===== src/rtl/alu32_issue_ctrl_if.sv =====
// Command and response handshake bundle for the ALU issue controller.
// master = command producer / response consumer, slave = controller.
interface alu32_issue_ctrl_if #(
    parameter int REG_AW = 3
) ();

    logic              cmd_valid;
    logic              cmd_ready;
    logic [3:0]        cmd_op;
    logic [REG_AW-1:0] cmd_rd;
    logic [REG_AW-1:0] cmd_rs1;
    logic [REG_AW-1:0] cmd_rs2;
    logic              cmd_imm_en;
    logic [31:0]       cmd_imm;

    logic              rsp_valid;
    logic              rsp_ready;
    logic [REG_AW-1:0] rsp_rd;
    logic [31:0]       rsp_data;
    logic [2:0]        rsp_flags;
    logic              rsp_err;

    modport master (
        output cmd_valid,
        output cmd_op,
        output cmd_rd,
        output cmd_rs1,
        output cmd_rs2,
        output cmd_imm_en,
        output cmd_imm,
        input  cmd_ready,
        input  rsp_valid,
        input  rsp_rd,
        input  rsp_data,
        input  rsp_flags,
        input  rsp_err,
        output rsp_ready
    );

    modport slave (
        input  cmd_valid,
        input  cmd_op,
        input  cmd_rd,
        input  cmd_rs1,
        input  cmd_rs2,
        input  cmd_imm_en,
        input  cmd_imm,
        output cmd_ready,
        output rsp_valid,
        output rsp_rd,
        output rsp_data,
        output rsp_flags,
        output rsp_err,
        input  rsp_ready
    );

endinterface


===== src/rtl/alu32_issue_ctrl.sv =====
// Command front-end for an external 32-bit combinational ALU:
// register file, operand drive, writeback and response handshake.
module alu32_issue_ctrl #(
    parameter int NREGS  = 8,
    parameter int REG_AW = 3
) (
    input  logic        clk,
    input  logic        rst_n,
    alu32_issue_ctrl_if.slave bus,
    output logic [31:0] alu_a,
    output logic [31:0] alu_b,
    output logic [3:0]  alu_sel,
    input  logic [31:0] alu_result,
    input  logic        alu_zero,
    input  logic        alu_carry,
    input  logic        alu_overflow
);

    typedef enum logic [1:0] {
        IDLE,
        EXEC,
        RESP
    } state_t;

    localparam logic [3:0] OP_LOADI = 4'hF;

    state_t state;
    state_t state_nx;

    logic [31:0]       rf [NREGS];

    logic [3:0]        op_q;
    logic [REG_AW-1:0] rd_q;
    logic [REG_AW-1:0] rs1_q;
    logic [REG_AW-1:0] rs2_q;
    logic              imm_en_q;
    logic [31:0]       imm_q;

    logic [REG_AW-1:0] rsp_rd_q;
    logic [31:0]       rsp_data_q;
    logic [2:0]        rsp_flags_q;
    logic              rsp_err_q;

    logic [31:0]       rd_a;
    logic [31:0]       rd_b;
    logic              is_loadi;
    logic              is_ill;
    logic              accept;
    logic              wr_en;
    logic [31:0]       wr_data;
    logic [2:0]        res_flags;
    logic              res_err;

    // r0 is never written, but the guard keeps it zero by construction
    assign rd_a = (rs1_q == '0) ? 32'd0 : rf[rs1_q];
    assign rd_b = (rs2_q == '0) ? 32'd0 : rf[rs2_q];

    assign is_loadi = (op_q == OP_LOADI);
    assign is_ill   = (op_q >= 4'hA) && (op_q <= 4'hE);

    assign accept = (state == IDLE) && bus.cmd_valid;

    assign bus.cmd_ready = (state == IDLE);
    assign bus.rsp_valid = (state == RESP);
    assign bus.rsp_rd    = rsp_rd_q;
    assign bus.rsp_data  = rsp_data_q;
    assign bus.rsp_flags = rsp_flags_q;
    assign bus.rsp_err   = rsp_err_q;

    always_comb begin
        state_nx  = state;
        alu_a     = 32'd0;
        alu_b     = 32'd0;
        alu_sel   = 4'd0;
        wr_en     = 1'b0;
        wr_data   = 32'd0;
        res_flags = 3'b000;
        res_err   = 1'b0;
        unique case (state)
            IDLE: begin
                if (bus.cmd_valid) begin
                    state_nx = EXEC;
                end
            end
            EXEC: begin
                state_nx = RESP;
                alu_a    = rd_a;
                alu_b    = imm_en_q ? imm_q : rd_b;
                alu_sel  = is_loadi ? 4'd0 : op_q;
                unique case (1'b1)
                    is_loadi: begin
                        wr_en     = (rd_q != '0);
                        wr_data   = imm_q;
                        res_flags = {(imm_q == 32'd0), 2'b00};
                    end
                    is_ill: begin
                        res_err = 1'b1;
                    end
                    default: begin
                        wr_en     = (rd_q != '0);
                        wr_data   = alu_result;
                        res_flags = {alu_zero, alu_carry,
                                     alu_overflow};
                    end
                endcase
            end
            RESP: begin
                if (bus.rsp_ready) begin
                    state_nx = IDLE;
                end
            end
            default: begin
                state_nx = IDLE;
            end
        endcase
    end

    always_ff @(posedge clk) begin
        if (!rst_n) begin
            state       <= IDLE;
            op_q        <= 4'd0;
            rd_q        <= '0;
            rs1_q       <= '0;
            rs2_q       <= '0;
            imm_en_q    <= 1'b0;
            imm_q       <= 32'd0;
            rsp_rd_q    <= '0;
            rsp_data_q  <= 32'd0;
            rsp_flags_q <= 3'b000;
            rsp_err_q   <= 1'b0;
        end else begin
            state <= state_nx;
            if (accept) begin
                op_q     <= bus.cmd_op;
                rd_q     <= bus.cmd_rd;
                rs1_q    <= bus.cmd_rs1;
                rs2_q    <= bus.cmd_rs2;
                imm_en_q <= bus.cmd_imm_en;
                imm_q    <= bus.cmd_imm;
            end
            if (state == EXEC) begin
                rsp_rd_q    <= rd_q;
                rsp_data_q  <= wr_data;
                rsp_flags_q <= res_flags;
                rsp_err_q   <= res_err;
            end
        end
    end

    // Reset wins over an EXEC writeback on the same edge
    always_ff @(posedge clk) begin
        if (!rst_n) begin
            for (int i = 0; i < NREGS; i++) begin
                rf[i] <= 32'd0;
            end
        end else if ((state == EXEC) && wr_en) begin
            rf[rd_q] <= wr_data;
        end
    end

endmodule


===== src/flat_wrapper.sv =====
// flat-port wrapper written by rule: the top's interface ports become plain ports
module alu32_issue_ctrl_flat 
#(
    parameter int NREGS  = 8,
    parameter int REG_AW = 3
)
  (clk, rst_n, alu_a, alu_b, alu_sel, alu_result, alu_zero, alu_carry, alu_overflow, bus_cmd_valid, bus_cmd_op, bus_cmd_rd, bus_cmd_rs1, bus_cmd_rs2, bus_cmd_imm_en, bus_cmd_imm, bus_cmd_ready, bus_rsp_valid, bus_rsp_rd, bus_rsp_data, bus_rsp_flags, bus_rsp_err, bus_rsp_ready);
  alu32_issue_ctrl_if #(.REG_AW(REG_AW)) bus_i ();
  input  logic clk;
  input  logic rst_n;
  output logic [31:0] alu_a;
  output logic [31:0] alu_b;
  output logic [3:0] alu_sel;
  input  logic [31:0] alu_result;
  input  logic alu_zero;
  input  logic alu_carry;
  input  logic alu_overflow;
  input wire logic [$bits(bus_i.cmd_valid)-1:0] bus_cmd_valid;
  input wire logic [$bits(bus_i.cmd_op)-1:0] bus_cmd_op;
  input wire logic [$bits(bus_i.cmd_rd)-1:0] bus_cmd_rd;
  input wire logic [$bits(bus_i.cmd_rs1)-1:0] bus_cmd_rs1;
  input wire logic [$bits(bus_i.cmd_rs2)-1:0] bus_cmd_rs2;
  input wire logic [$bits(bus_i.cmd_imm_en)-1:0] bus_cmd_imm_en;
  input wire logic [$bits(bus_i.cmd_imm)-1:0] bus_cmd_imm;
  output wire logic [$bits(bus_i.cmd_ready)-1:0] bus_cmd_ready;
  output wire logic [$bits(bus_i.rsp_valid)-1:0] bus_rsp_valid;
  output wire logic [$bits(bus_i.rsp_rd)-1:0] bus_rsp_rd;
  output wire logic [$bits(bus_i.rsp_data)-1:0] bus_rsp_data;
  output wire logic [$bits(bus_i.rsp_flags)-1:0] bus_rsp_flags;
  output wire logic [$bits(bus_i.rsp_err)-1:0] bus_rsp_err;
  input wire logic [$bits(bus_i.rsp_ready)-1:0] bus_rsp_ready;
  assign bus_i.cmd_valid = bus_cmd_valid;
  assign bus_i.cmd_op = bus_cmd_op;
  assign bus_i.cmd_rd = bus_cmd_rd;
  assign bus_i.cmd_rs1 = bus_cmd_rs1;
  assign bus_i.cmd_rs2 = bus_cmd_rs2;
  assign bus_i.cmd_imm_en = bus_cmd_imm_en;
  assign bus_i.cmd_imm = bus_cmd_imm;
  assign bus_cmd_ready = bus_i.cmd_ready;
  assign bus_rsp_valid = bus_i.rsp_valid;
  assign bus_rsp_rd = bus_i.rsp_rd;
  assign bus_rsp_data = bus_i.rsp_data;
  assign bus_rsp_flags = bus_i.rsp_flags;
  assign bus_rsp_err = bus_i.rsp_err;
  assign bus_i.rsp_ready = bus_rsp_ready;
  alu32_issue_ctrl #(.NREGS(NREGS), .REG_AW(REG_AW)) u_core (.clk(clk), .rst_n(rst_n), .bus(bus_i), .alu_a(alu_a), .alu_b(alu_b), .alu_sel(alu_sel), .alu_result(alu_result), .alu_zero(alu_zero), .alu_carry(alu_carry), .alu_overflow(alu_overflow));
endmodule

===== config.mk =====
export PLATFORM = sky130hd
export DESIGN_NAME = alu32_issue_ctrl_flat
export DESIGN_NICKNAME = d
export VERILOG_FILES = /design/src/rtl/alu32_issue_ctrl_if.sv /design/src/rtl/alu32_issue_ctrl.sv /design/src/flat_wrapper.sv
export SDC_FILE = /design/constraint.sdc
export NUM_CORES = 1
export LEC_CHECK = 0
export BUFFER_PORTS_ARGS = -buffer_cell sky130_fd_sc_hd__buf_2
export CAP_MARGIN = 5
export CORE_UTILIZATION = 33
export DETAILED_ROUTE_END_ITERATION = 10
export PLACE_DENSITY = 0.58
export SYNTH_ARGS = -nofsm -noshare
export SYNTH_HDL_FRONTEND = slang
export SYNTH_SLANG_ARGS = --single-unit

===== constraint.sdc =====
create_clock -name clk -period 3.2 [get_ports clk]
set_input_delay 0.16 -clock clk [delete_from_list [all_inputs] [get_ports clk]]
set_output_delay 0.16 -clock clk [all_outputs]
set_load 0.005 [all_outputs]

# == After elaboration in Yosys (flattened, before gate mapping) ==
# Memory sizes are Yosys's and may differ from the RTL's. A register that Yosys moved wholly into a read port is not among the register bits.
# Cells that the tools add are included.
# W data, S select, Z words.
# op_classes
n_mux,27
n_eq_ne,5
n_lt_le_gt_ge,2
reduce_logical,10
# ops
op,count
$mux W32,7
$pmux W32 S2,1
$logic_not A32 Y1,1
$reduce_or A32 Y1,1
$mux W3,5
$mux W1,8
$mux W4,2
$logic_not A3 Y1,2
$pmux W2 S3,1
$pmux W3 S2,1
$eq A4 B4 Y1 const B,1
$ge A4 B4 Y1 const B,1
$le A4 B4 Y1 const B,1
$mux W2,2
$logic_and A1 B1 Y1,3
$reduce_bool A3 Y1,1
$eq A2 B1 Y1 const B,1
$eq A2 B2 Y1 const B,1
$logic_not A2 Y1,1
$ne A2 B1 Y1 const B,1
$ne A2 B2 Y1 const B,1
$reduce_and A2 Y1,1
# word_totals
regBits,87
n_memories,1
out_inout_bits,109
mem_bits_rw,256
# mem_list
name,words,word_bits,rd,rd_ports_with_merged_regs,wr,line_no,text
u_core.rf,8,32,2,2,8,alu32_issue_ctrl.sv:30,logic [31:0] rf [NREGS];

# == Logic depth before layout (Yosys ltp) ==
# Gate-level depths: netlist (run 1).
# depth
word_depth,10
ltp_mapped,6
mapped_depth_nobuf,4

# == Worst setup path before layout (run 1) ==
# Ideal clock, no wire load.
# synth_path
kind,reg2reg
start,register u_core.op_q[1]
end,"memory u_core.rf[1][0], enable pin"
setup_slack_ns,0.858
stages_incl_launch_ff,6
required_time_ns,2.811
t_arrival_ns,1.953
path_buffers,1
cell_sequence,dfxtp_1 -> o21a_1 -> a211oi_2 -> nand4b_2 -> buf_6 -> nand2_1
# synth_lines
item,line_no,text
from (decl),alu32_issue_ctrl.sv:32,logic [3:0] op_q;
from (signal assigned),alu32_issue_ctrl.sv:134,op_q <= bus.cmd_op;
to (decl),alu32_issue_ctrl.sv:30,

==> results.tsv, run 1 <==
metric	value	unit
Power, Total	10.9	mW
Core Util, Final	40.9	%
via/cell ratio	5.36	
largest cells by area after synthesis	edfxtp_1 (46%), dfxtp_1 (11%), mux2i_1 (9.3%)	
worst hold start	alu_result[4]	
Critical Path RT	3.04	ns
Via Count	12700	
setup_tns	0	ns
fillers	4766	
post-route antenna net violation count	0	
largest net degree at the start of global routing	58	
routability cong.	0.789	
Final HPWL DP	34100	um
most frequent cell after synthesis	nor2_1	
Slew HR	37.3	%
Multi-input gate area	0.00686	sq mm
CP max FO	17	
met2 wire length	26500	um
vias in the first global route	12900	
clock buffer count from CTS	40	
CTS clk-pin slew, worst paths	0.06	ns
worst hold path class	primary input to register	
Rows	82	
DRT met1 WL	24200	um
share of cells above drive strength 1	22.4	%
most frequent cells after synthesis	nor2_1 (293), edfxtp_1 (256), mux2i_1 (157)	
full die area	0.0518	sq mm
initial antenna violation count	2	
worst hold slack	0.0162	ns
Avg Inst Size Synth	11.9	sq um
worst-margin pin slew	0.940	ns
Pre-antenna DRT Iters	5	
routed length per instance	23.7	um
Top Metal Used	met5	
Critical Path Source Type	register	
Hold Path Depth	4	
Critical Path End Type	output port	
FFs w/ async S/R, synth	0	%
H-tree levels	2	
CTS Buffer Depth	3	
CP arrival	2.92	ns
post-synthesis sequential area ratio	56.8	%
Worst R2R End	u_core.rf[1][8]	
Port Buffers	193	
Pwr Density	531	mW/mm^2
final-stage net count	1759	
Synth Instances	1414	
met3 routed WL	4490	um
Crit Path Class	register to output port	
FF-to-FF Start	u_core.op_q[2]	
Die X	228	um
setup violators final	0	
VDD IR max	0.355	mV
post-synth top area share	45.7	%
hold endpoint	u_core.bus.rsp_data[4]	
I/O pins	194	
leak pwr	7.32	nW
Yosys top cell by area	edfxtp_1	
clock sinks	349	
TritonCTS clock tree	built	
Reg2Reg Depth	5	
Post-CTS Setup Bufs	0	
post-route insts no fill	2376	
Die Ht	228	um
FF+latch count, synth	349	
register area	0.00956	sq mm
DRT iter0 DRCs	1287	
status	complete, no violations	
Final min period	3.08	ns
placeable core area	0.0502	sq mm
Inst Count DP	2245	
ant diodes	0	
gr usage total	21.9	%
Synth Warn #	0	
r2r setup slk	1.03	ns
final hold violations	0	
Synth Cell Area	0.0168	sq mm
post-route clock skew	0.0174	ns
gr ovfl total	0	
Primary FF master, synth	edfxtp_1	
Post-synth EDFFs	256	
initial core utilization	33.5	%
Hold Buf Count CTS	59	
area growth from synthesis to layout	22.2	%
Skew-Pair Late Insertion Delay	0.56	ns
first-pass GRT wire length	82700	um
Distinct cells, synth	42	
final WL	56400	um
MaxCap Viol Count	0	
DR DRC count	0	
cts repair resizes	0	
final worst-path cycle share	96.2	%
f_max	0.325	GHz
fin. max-slew vios	0	
RSZ-0062 raised after global routing	false	
CTS Root Cell	clkbuf_16	
[through the flow]
stage / area (sq um) / worst slack, ns
floorplan: 16900 / 0.858
global placement: 18700 / 0.814
detailed placement: 18700 / 0.727
CTS: 20500 / 0.127
global route: 20500 / 0.0568
finish: 20500 / 0.123
[metal layers]
metal  vias up  global-route usage [%]
li1       5726                       -
met1      6384                    29.8
met2       550                    35.6
met3        83                    3.70
met4         4                    6.54
met5         -                       0
[power breakdown]
group,internal [mW],switching (mW),total (mW)
Combinational,0.543,0.697,1.24
Clock,2.55,1.88,4.43
Sequential,5.05,0.186,5.24
[layout by cell type, fill, tap and decap left out, types with 3 or more instances in the layout]
cell type / Yosys / final
nand3_1: 7 / 7
a22oi_1: 31 / 31
a22o_1: 33 / 33
nand2_1: 146 / 145
dlygate4sd3_1: 0 / 59
mux2i_1: 157 / 157
clkbuf_16: 0 / 41
clkinv_1: 1 / 8
mux4_2: 66 / 66
conb_1: 1 / 32
a211oi_1: 31 / 31
dfxtp_1: 93 / 89
nor2_1: 293 / 292
buf_4: 9 / 40
nor4_1: 8 / 8
clkbuf_1: 51 / 9
nor3b_1: 3 / 3
edfxtp_1: 256 / 256
buf_2: 31 / 193
buf_12: 0 / 9
nor2b_1: 34 / 31
a32o_1: 31 / 31
a21oi_1: 85 / 85
clkinv_2: 0 / 7
[flip-flops by register name (all words and copies together), names as in the netlist, named ones only]
signal	flops
u_core.imm_q	32
u_core.state	2
u_core.bus.rsp_rd	3
u_core.rs2_q	3
u_core.rs1_q	3
u_core.bus.rsp_data	32
u_core.rf	256
u_core.rd_q	3
u_core.bus.rsp_err	1
u_core.bus.rsp_flags	3
u_core.op_q	4
u_core.imm_en_q	1
[critical path: stages, from the launching register on]
cell and delay, ns:
dfxtp_1 0.47, nand2_1 0.59, buf_4 0.48, a211oi_1 0.26
a21oi_1 0.07, a32o_1 0.34, buf_2 0.15
[kinds of logic (layout without fill, tap and decap cells)]
kind of cell           after synthesis  count (layout)  share of synthesized area (%)
AOI/OAI and AO/OA                  219             219                           9.21
buffers and inverters              115             374                           3.36
DFF                                349             349                           56.8
and+or+nand+nor                    506             506                           12.3
muxes                              224             224                           18.3
other                                1              32                         0.0223
[final cells by class]
cell class | instances | area share (%)
Clock buffer | 52 | 5.29
Clock inverter | 20 | 0.725
Inverter | 1 | 0.0305
Multi-Input combinational cell | 981 | 33.4
Sequential cell | 349 | 46.5
Tap cell | 672 | 4.09
Timing Repair Buffer | 301 | 9.92
[worst max-delay path by stage]
| stage | startpoint | end | slack [ns] |
|---|---|---|---|
| floorplan | u_core.op_q[1] | u_core.rf[1][0] | 0.86 |
| global placement | register | alu_b[31] | 0.81 |
| detailed placement | register | alu_b[31] | 0.73 |
| CTS | register | alu_b[31] | 0.13 |
| global route | register | alu_b[19] | 0.06 |
| finish | register | alu_b[31] | 0.12 |
(Power assumes the default switching activity.)
==> run 2, diff against run 1 <==
Settings changed: BUFFER_PORTS_ARGS -buffer_cell sky130_fd_sc_hd__buf_2 to not set, CTS_BUF_LIST set to sky130_fd_sc_hd__clkbuf_2 sky130_fd_sc_hd__clkbuf_4 sky130_fd_sc_hd__clkbuf_8, DONT_BUFFER_PORTS set to 1, PLACE_DENSITY 0.58 to 0.55, SKIP_CTS_REPAIR_TIMING set to 1.
==> results.tsv, run 2 (synthesis gave the netlist of run 1 again) <==
metric	value	unit
status	complete, no violations	
f_max	0.358	GHz
area growth from synthesis to layout	18.5	%
gr usage total	21.7	%
DR DRC count	0	
initial core utilization	33.5	%
full die area	0.0518	sq mm
final worst-path cycle share	87.3	%
CP max FO	37	
final hold violations	0	
RSZ-0062 raised after global routing	false	
CTS clk-pin slew, worst paths	0.06	ns
most frequent cells in the layout	nor2_1 (292), edfxtp_1 (256), mux2i_1 (157), nand2_1 (138), dlygate4sd3_1 (90)	
fillers	4776	
Rows	82	
Skew-Pair Late Insertion Delay	0.66	ns
Final HPWL DP	35000	um
Pre-antenna DRT Iters	5	
Via Count	12400	
Die Ht	228	um
Critical Path End Type	output port	
post-route antenna net violation count	0	
Pwr Density	530	mW/mm^2
Critical Path RT	3.04	ns
clock sinks	349	
routed length per instance	25.2	um
TritonCTS clock tree	built	
Core Util, Final	39.7	%
DRT iter0 DRCs	1239	
Power, Total	10.6	mW
I/O pins	194	
CTS Root Cell	clkbuf_8	
worst hold slack	0.0587	ns
CTS Buffer Depth	3	
register share of total power	49.7	%
Switching Fraction	26.3	%
vias in the first global route	12200	
share of cells above drive strength 1	15.4	%
commonest non-fill, non-tap cell in the layout	nor2_1	
worst hold path class	primary input to register	
MaxCap Viol Count	0	
setup_tns	0	ns
initial antenna violation count	2	
Reg2Reg Depth	6	
gr ovfl total	0	
Top reg by flops	u_core.rf	
setup violators final	0	
VDD IR max	0.282	mV
Hold Path Depth	3	
Post-DP Area	0.0178	sq mm
Clock power frac	39.0	%
fin. max-slew vios	0	
Slew HR	37.2	%
CP arrival	2.63	ns
post-route clock skew	0.0122	ns
Critical Path Source Type	register	
placeable core area	0.0502	sq mm
Largest register FFs	256	
final-stage net count	1617	
P_sw	2.78	mW
Final min period	2.79	ns
clock buffer count from CTS	60	
H-tree levels	2	
Die X	228	um
final WL	56800	um
Finished Cell Area	0.0199	sq mm
first-pass GRT wire length	81200	um
Gate power share	11.3	%
leak pwr	6.59	nW
largest net degree at the start of global routing	51	
worst-margin pin slew	0.942	ns
routability cong.	0.769	
Internal	7.78	mW
via/cell ratio	5.52	
Port Buffers	0	
Crit Path Class	register to output port	
[run 2: cell count changes in the layout (fill, tap and decap cells not counted), moves of 3 or more]
cell / change
clkbuf_16: -41
diode_2: +3
dlygate4sd3_1: +31
clkbuf_8: +68
clkbuf_4: +21
clkbuf_1: -9
nand3_1: -3
nand3_2: +3
nand2_1: -7
buf_2: -193
nand2_2: +7
clkinv_1: +3
[run 2: per-layer routing]
layer | vias up | track usage, % | share of wire [%]
met2 | 573 | 34.8 | 47
met5 | - | 0 | 0
met1 | 6316 | 28.8 | 41
li1 | 5453 | - | -
met3 | 101 | 5.44 | 8.8
met4 | 0 | 6.67 | 2.7
[run 2: final timing paths]
path,start,to,slack [ns]
worst min register to register,u_core.bus.rsp_rd[2],u_core.bus.rsp_rd[2],0.48
worst min-delay path,rst_n,u_core.rf[1][4],0.06
worst max register to register,u_core.state[1],u_core.imm_q[20],0.77
worst max-delay path,register,alu_b[4],0.41
[run 2: area by class of cell]
cell class | instances | area [sq um] | share of cell area, %
Clock inverter | 19 | 86.3 | 0.433
Sequential cell | 349 | 9560 | 48.0
Timing Repair Buffer | 139 | 1390 | 6.97
Antenna cell | 3 | 7.51 | 0.0377
Tap cell | 672 | 841 | 4.22
Clock buffer | 91 | 1120 | 5.63
Inverter | 1 | 6.26 | 0.0314
Multi-Input combinational cell | 981 | 6910 | 34.7
[run 2: stage by stage]
stage                     setup slack [ns]  instances
after floorplan                      0.858       1445
after global placement               0.898       2051
after detailed placement             0.900       2051
after CTS                            0.181       2161
after global routing                 0.160       2254
final                                0.406       2255
[run 2: critical path: stages (launching register included)]
cell and delay, ns:
dfxtp_4 0.76, buf_4 0.46, nor2b_1 0.09, a211oi_1 0.24, a21oi_1 0.07, a32o_1 0.30
[run 2: power groups by stage]
| stage | Combinational (mW) | Clock, mW | Sequential, mW |
|---|---|---|---|
| floorplan | 0.785 | 0 | 5.23 |
| global placement | 1.09 | 0 | 5.33 |
| detailed placement | 1.10 | 0 | 5.34 |
| CTS | 1.10 | 4.19 | 5.25 |
| global route | 1.28 | 4.40 | 5.27 |
| finish | 1.19 | 4.11 | 5.25 |
